`src/rtl/wordline_sequencer_if.sv`:
```
// Handshake and word-line bundle between the array controller and the
// word-line sequencer.
interface wordline_sequencer_if #(
    parameter int ADDR_W = 3
);
    localparam int WORDS = 1 << ADDR_W;

    logic              req;
    logic              we;
    logic [ADDR_W-1:0] adr;
    logic [ADDR_W-1:0] len;
    logic              ready;
    logic [WORDS-1:0]  sel_x;
    logic              wr_en;
    logic [ADDR_W-1:0] cur_adr;
    logic              done;

    modport master (
        output req, we, adr, len,
        input  ready, sel_x, wr_en, cur_adr, done
    );

    modport slave (
        input  req, we, adr, len,
        output ready, sel_x, wr_en, cur_adr, done
    );
endinterface

```
`src/rtl/wordline_sequencer.sv`:
```
// Registered word-line sequencer: one-hot timed pulses with
// break-before-make spacing and wrapping multi-word bursts.
module wordline_sequencer #(
    parameter int ADDR_W    = 3,
    parameter int PULSE_CYC = 2,
    parameter int GAP_CYC   = 1
) (
    input  logic                 clk,
    input  logic                 rst,
    wordline_sequencer_if.slave  bus
);
    localparam int WORDS     = 1 << ADDR_W;
    localparam int MAX_C     = (PULSE_CYC > GAP_CYC) ? PULSE_CYC : GAP_CYC;
    localparam int CNT_W     = (MAX_C > 1) ? $clog2(MAX_C) : 1;
    localparam int GAP_LAST  = (GAP_CYC > 0) ? GAP_CYC - 1 : 0;

    typedef enum logic [1:0] {
        IDLE    = 2'd0,
        SETUP   = 2'd1,
        ACTIVE  = 2'd2,
        RECOVER = 2'd3
    } state_t;

    state_t            state_q, state_d;
    logic [ADDR_W-1:0] cur_adr_q, cur_adr_d;
    logic [ADDR_W-1:0] rem_q, rem_d;
    logic              we_q, we_d;
    logic [CNT_W-1:0]  cnt_q, cnt_d;
    logic              done_q, done_d;
    logic              wr_en_q, wr_en_d;
    logic [WORDS-1:0]  sel_x_q, sel_x_d;
    logic              word_end;

    always_comb begin
        state_d   = state_q;
        cur_adr_d = cur_adr_q;
        rem_d     = rem_q;
        we_d      = we_q;
        cnt_d     = cnt_q;
        done_d    = 1'b0;
        word_end  = 1'b0;

        unique case (state_q)
            IDLE: begin
                if (bus.req) begin
                    cur_adr_d = bus.adr;
                    rem_d     = bus.len;
                    we_d      = bus.we;
                    state_d   = SETUP;
                end
            end
            SETUP: begin
                cnt_d   = '0;
                state_d = ACTIVE;
            end
            ACTIVE: begin
                if (cnt_q == CNT_W'(PULSE_CYC - 1)) begin
                    cnt_d = '0;
                    if (GAP_CYC > 0) begin
                        state_d = RECOVER;
                    end else begin
                        word_end = 1'b1;
                    end
                end else begin
                    cnt_d = cnt_q + 1'b1;
                end
            end
            RECOVER: begin
                if (cnt_q == CNT_W'(GAP_LAST)) begin
                    word_end = 1'b1;
                end else begin
                    cnt_d = cnt_q + 1'b1;
                end
            end
            default: state_d = IDLE;
        endcase

        // Address wraps naturally through the ADDR_W-bit adder.
        if (word_end) begin
            if (rem_q == '0) begin
                state_d = IDLE;
                done_d  = 1'b1;
            end else begin
                cur_adr_d = cur_adr_q + 1'b1;
                rem_d     = rem_q - 1'b1;
                state_d   = SETUP;
            end
        end

        sel_x_d = '0;
        wr_en_d = 1'b0;
        if (state_d == ACTIVE) begin
            sel_x_d = WORDS'(1) << cur_adr_d;
            wr_en_d = we_d;
        end
    end

    always_ff @(posedge clk) begin
        if (rst) begin
            state_q   <= IDLE;
            cur_adr_q <= '0;
            rem_q     <= '0;
            we_q      <= 1'b0;
            cnt_q     <= '0;
            done_q    <= 1'b0;
            wr_en_q   <= 1'b0;
            sel_x_q   <= '0;
        end else begin
            state_q   <= state_d;
            cur_adr_q <= cur_adr_d;
            rem_q     <= rem_d;
            we_q      <= we_d;
            cnt_q     <= cnt_d;
            done_q    <= done_d;
            wr_en_q   <= wr_en_d;
            sel_x_q   <= sel_x_d;
        end
    end

    assign bus.ready   = (state_q == IDLE);
    assign bus.sel_x   = sel_x_q;
    assign bus.wr_en   = wr_en_q;
    assign bus.cur_adr = cur_adr_q;
    assign bus.done    = done_q;
endmodule

```
`src/flat_wrapper.sv`:
```
// flat-port wrapper written by rule: the top's interface ports become plain ports
module wordline_sequencer_flat 
#(
    parameter int ADDR_W    = 3,
    parameter int PULSE_CYC = 2,
    parameter int GAP_CYC   = 1
)
  (clk, rst, bus_req, bus_we, bus_adr, bus_len, bus_ready, bus_sel_x, bus_wr_en, bus_cur_adr, bus_done);
  wordline_sequencer_if #(.ADDR_W(ADDR_W)) bus_i ();
  input  logic clk;
  input  logic rst;
  input wire logic [$bits(bus_i.req)-1:0] bus_req;
  input wire logic [$bits(bus_i.we)-1:0] bus_we;
  input wire logic [$bits(bus_i.adr)-1:0] bus_adr;
  input wire logic [$bits(bus_i.len)-1:0] bus_len;
  output wire logic [$bits(bus_i.ready)-1:0] bus_ready;
  output wire logic [$bits(bus_i.sel_x)-1:0] bus_sel_x;
  output wire logic [$bits(bus_i.wr_en)-1:0] bus_wr_en;
  output wire logic [$bits(bus_i.cur_adr)-1:0] bus_cur_adr;
  output wire logic [$bits(bus_i.done)-1:0] bus_done;
  assign bus_i.req = bus_req;
  assign bus_i.we = bus_we;
  assign bus_i.adr = bus_adr;
  assign bus_i.len = bus_len;
  assign bus_ready = bus_i.ready;
  assign bus_sel_x = bus_i.sel_x;
  assign bus_wr_en = bus_i.wr_en;
  assign bus_cur_adr = bus_i.cur_adr;
  assign bus_done = bus_i.done;
  wordline_sequencer #(.ADDR_W(ADDR_W), .PULSE_CYC(PULSE_CYC), .GAP_CYC(GAP_CYC)) u_core (.clk(clk), .rst(rst), .bus(bus_i));
endmodule
```
`config.mk`:
```
export PLATFORM = sky130hd
export DESIGN_NAME = wordline_sequencer_flat
export DESIGN_NICKNAME = d
export VERILOG_FILES = /design/src/rtl/wordline_sequencer_if.sv /design/src/rtl/wordline_sequencer.sv /design/src/flat_wrapper.sv
export SDC_FILE = /design/constraint.sdc
export NUM_CORES = 1
export LEC_CHECK = 0
export CAP_MARGIN = 40
export CORE_MARGIN = 2
export CORE_UTILIZATION = 49
export DETAILED_ROUTE_END_ITERATION = 7
export PLACE_DENSITY = 0.81
export SETUP_SLACK_MARGIN = 0.15
export SLEW_MARGIN = 10
export SYNTH_ARGS = -nofsm -noshare
export SYNTH_HDL_FRONTEND = slang
export SYNTH_SLANG_ARGS = --single-unit
```
`constraint.sdc`:
```
create_clock -name clk -period 5.37 [get_ports clk]
set_clock_uncertainty 0.2 [all_clocks]
set_input_delay 1.074 -clock clk [delete_from_list [all_inputs] [get_ports clk]]
set_output_delay 1.074 -clock clk [all_outputs]
set_load 0.005 [all_outputs]
```
==> impl_metrics.json <==
{
  "finalMaxSlewViolations": 0,
  "p_per_area_mw_per_mm2": 277,
  "fin_ws_ns": 2.44,
  "whs_endpoint": "u_core.we_q",
  "drcViolationCount": 0,
  "synth_top_area_share": 0.462,
  "grt_pass1_wl_mm": 2.76,
  "crit_required_ns": 5.39,
  "place_hpwl_mm": 1.22,
  "synthCells": 88,
  "critPathTopFamily": "multiplexers",
  "dieArea_mm2": 0.00212,
  "ys_ff_latch": 20,
  "cts_tree": "built",
  "grt_usage": 0.179,
  "post-route-period-util": 0.546,
  "clockBufferDepth": 2,
  "period_needed_ns": 2.93,
  "cts-root-buf": "clkbuf_4",
  "initial_core_util": 0.513,
  "min_path_type": "flop to flop",
  "p_seq_frac": 0.526,
  "post-place-ws_ns": 2.12,
  "place_inst": 124,
  "tns_ns": 0,
  "numCtsBuffers": 3,
  "clkSlewWorstSetupHoldPaths_ns": 0.12,
  "diodes": 0,
  "area_delta_synth_final_pct": 30.2,
  "ys_seq_area_frac": 0.462,
  "critPathCaptureType": "flop",
  "synth_nets": 101,
  "cp.arrival_ns": 2.95,
  "rsz0062_at_grt": "false",
  "slew_headroom": 0.611,
  "reg2reg_to": "u_core.bus.sel_x[0]",
  "critPathMaxFanout": 9,
  "min_path_cells": 2,
  "antenna_found_initial": 0,
  "netSwitchingFraction": 0.262,
  "status": "finished, final reports clean",
  "critical_path_class": "primary input to flop",
  "gp_congestion": 0.785,
  "ys_top_cells_by_area": "dfxtp_1, nor3_1, ha_1",
  "dr.pass1.iters": 4,
  "comb_power_share": 0.195,
  "die-height_um": 46.1,
  "crit_top_cell": "mux2_2",
  "r2r_slack_ns": 3.17,
  "synth_cell_types": 36,
  "layout-drive-gt1-share": 0.108,
  "layoutNonFillerInstCount": 128,
  "cap_violations": 0,
  "clock_sinks": 20,
  "yosys.area.top_type": "dfxtp_1",
  "hold_viol_final": 0,
  "grt_start_max_net_pins": 13,
  "cp.depth": 5,
  "core_region_area_mm2": 0.00169,
  "cts-htree-levels": 1,
  "intPower_w": 0.000230,
  "fin_nets": 125,
  "tightest_slew_ns": 0.581,
  "critPathSlowestCell": "nor3b_2",
  "start_kind": "primary input",
  "wl_met2_um": 735,
  "path_buf_inv": 1,
  "ir_drop_mv": 0.168,
  "p_clk_frac": 0.279,
  "avgSynthCellArea_um2": 9.85,
  "critPathMaxStageDelay_ns": 0.50,
  "leakage_nw": 0.424,
  "hold_buffers": 0,
  "die_w_um": 46.1,
  "postRouteAntennaNets": 0,
  "fmax_mhz": 341,
  "wire_per_inst_um": 13.0,
  "r2r.worst_path.cells": 6,
  "setup_violations": 0,
  "cts_resized": 0,
  "vias": 707,
  "ioPinCount": 24,
  "port_buffers": 23,
  "via_per_inst": 5.52,
  "met3_length_um": 50,
  "drt-total-wl_mm": 1.66,
  "top_layer": "met4",
  "grt-ovfl-total": 0,
  "rr_startpoint": "u_core.rem_q[0]",
  "post_cts_buffers": 0,
  "min_from": "u_core.we_q",
  "switching_power_w": 0.0000819,
  "grt_pass1_vias": 665,
  "clock_latency_ns": 0.30,
  "wl_met1_um": 855,
  "fp-row-count": 15,
  "synth_area_um2": 867,
  "ys_warn_count": 0,
  "crit_chain": "clkdlybuf4s50_1, nor3b_2, mux2_2, mux2_2, nor3_1",
  "drtIter0Drc": 3
}
logic make-up after synthesis:
logic type      count (synthesis)  synth area share
compound gates                 17             0.147
xor+xnor                        1            0.0101
fa+ha+maj                       3            0.0433
buf+inv                         8            0.0476
flops                          20             0.462
mux                             4            0.0491
simple gates                   35             0.241
power groups by stage:
| stage | clock, W | combinational [W] | sequential [W] |
|---|---|---|---|
| after global placement | 0 | 0.0000600 | 0.000167 |
| after detailed placement | 0 | 0.0000607 | 0.000167 |
| final | 0.0000871 | 0.0000609 | 0.000164 |
| after floorplan | 0 | 0.0000425 | 0.000164 |
| after global routing | 0.0000931 | 0.0000676 | 0.000166 |
| after CTS | 0.0000881 | 0.0000611 | 0.000164 |
state kept, by name, summed over array words and instances (netlist names):
register            count
u_core.rem_q            3
u_core.cnt_q            1
u_core.bus.done         1
u_core.bus.wr_en        1
u_core.we_q             1
u_core.state_q          2
u_core.bus.sel_x        8
u_core.bus.cur_adr      3
synth_stat cells (all sizes together):
cell and number:
a32oi 1, o211a 2, nand2b 2, o31ai 1
a21oi 4, buf 3, nor2 8, inv 4
o32a 1, a21o 1, o211ai 1, o21ai 2
a211oi 2, mux2 2, nor2b 2, or4 1
nor3b 1, dfxtp 20, a221oi 1, xnor2 1
nand3b 1, mux2i 2, or3b 2, o31a 1
or4b 1, nor3 14, and2 1, clkbuf 1
nand2 1, ha 3, and3b 1
area by class of cell:
cell class	count	area, um2
timing repair buffer	23	230
multi-input combinational	60	425
tap	17	21.3
fill	140	561
sequential	20	400
clock buffer	4	36.3
inverter	4	15.0
metrics by stage:
| stage | power (W) | hold slack [ns] | util | cell area (um2) |
|---|---|---|---|---|
| 5_1_grt | 0.000326 | 0.341 | 0.668 | 1130 |
| 3_5_place_dp | 0.000228 | 0.283 | 0.647 | 1090 |
| 6_report | 0.000312 | 0.305 | 0.668 | 1130 |
| 4_1_cts | 0.000313 | 0.309 | 0.668 | 1130 |
| 2_1_floorplan | 0.000207 | 0.256 | - | 867 |
| 3_3_place_gp | 0.000227 | 0.272 | 0.647 | 1090 |
how the worst max path moves through the flow:
stage / startpoint / end / slack (ns)
final: bus_req / u_core.bus.sel_x[0] / 2.44
after global routing: bus_req / u_core.bus.sel_x[0] / 2.28
after CTS: bus_req / u_core.bus.sel_x[0] / 2.43
after detailed placement: bus_req / u_core.bus.sel_x[0] / 2.12
after global placement: bus_req / u_core.bus.sel_x[0] / 2.14
after floorplan: bus_req / u_core.bus.sel_x[4] / 2.83
tightest hold or removal path, delay by kind of cell, from the launching register on:
kind / cells / cell delay [ns]
flops: 1 / 0.32
simple gates: 1 / 0.08
mux: 1 / 0.07
placed cells by master (no fill, tap or decap), types with 2 or more instances in the layout:
cell	count
inv_1	4
a211oi_1	2
clkdlybuf4s50_1	23
nor3_1	14
mux2_2	2
o21ai_0	2
mux2i_1	2
dfxtp_1	20
nand2b_1	2
nor2b_1	2
ha_1	3
a21oi_1	3
clkbuf_4	3
nor2_1	8
metal layers:
layer | GRT usage | up-vias
met2 | 0.278 | 14
met4 | 0.0800 | 0
met1 | 0.240 | 325
li1 | - | 366
met3 | 0.0353 | 2
met5 | 0 | -
(Power assumes the default switching activity.)
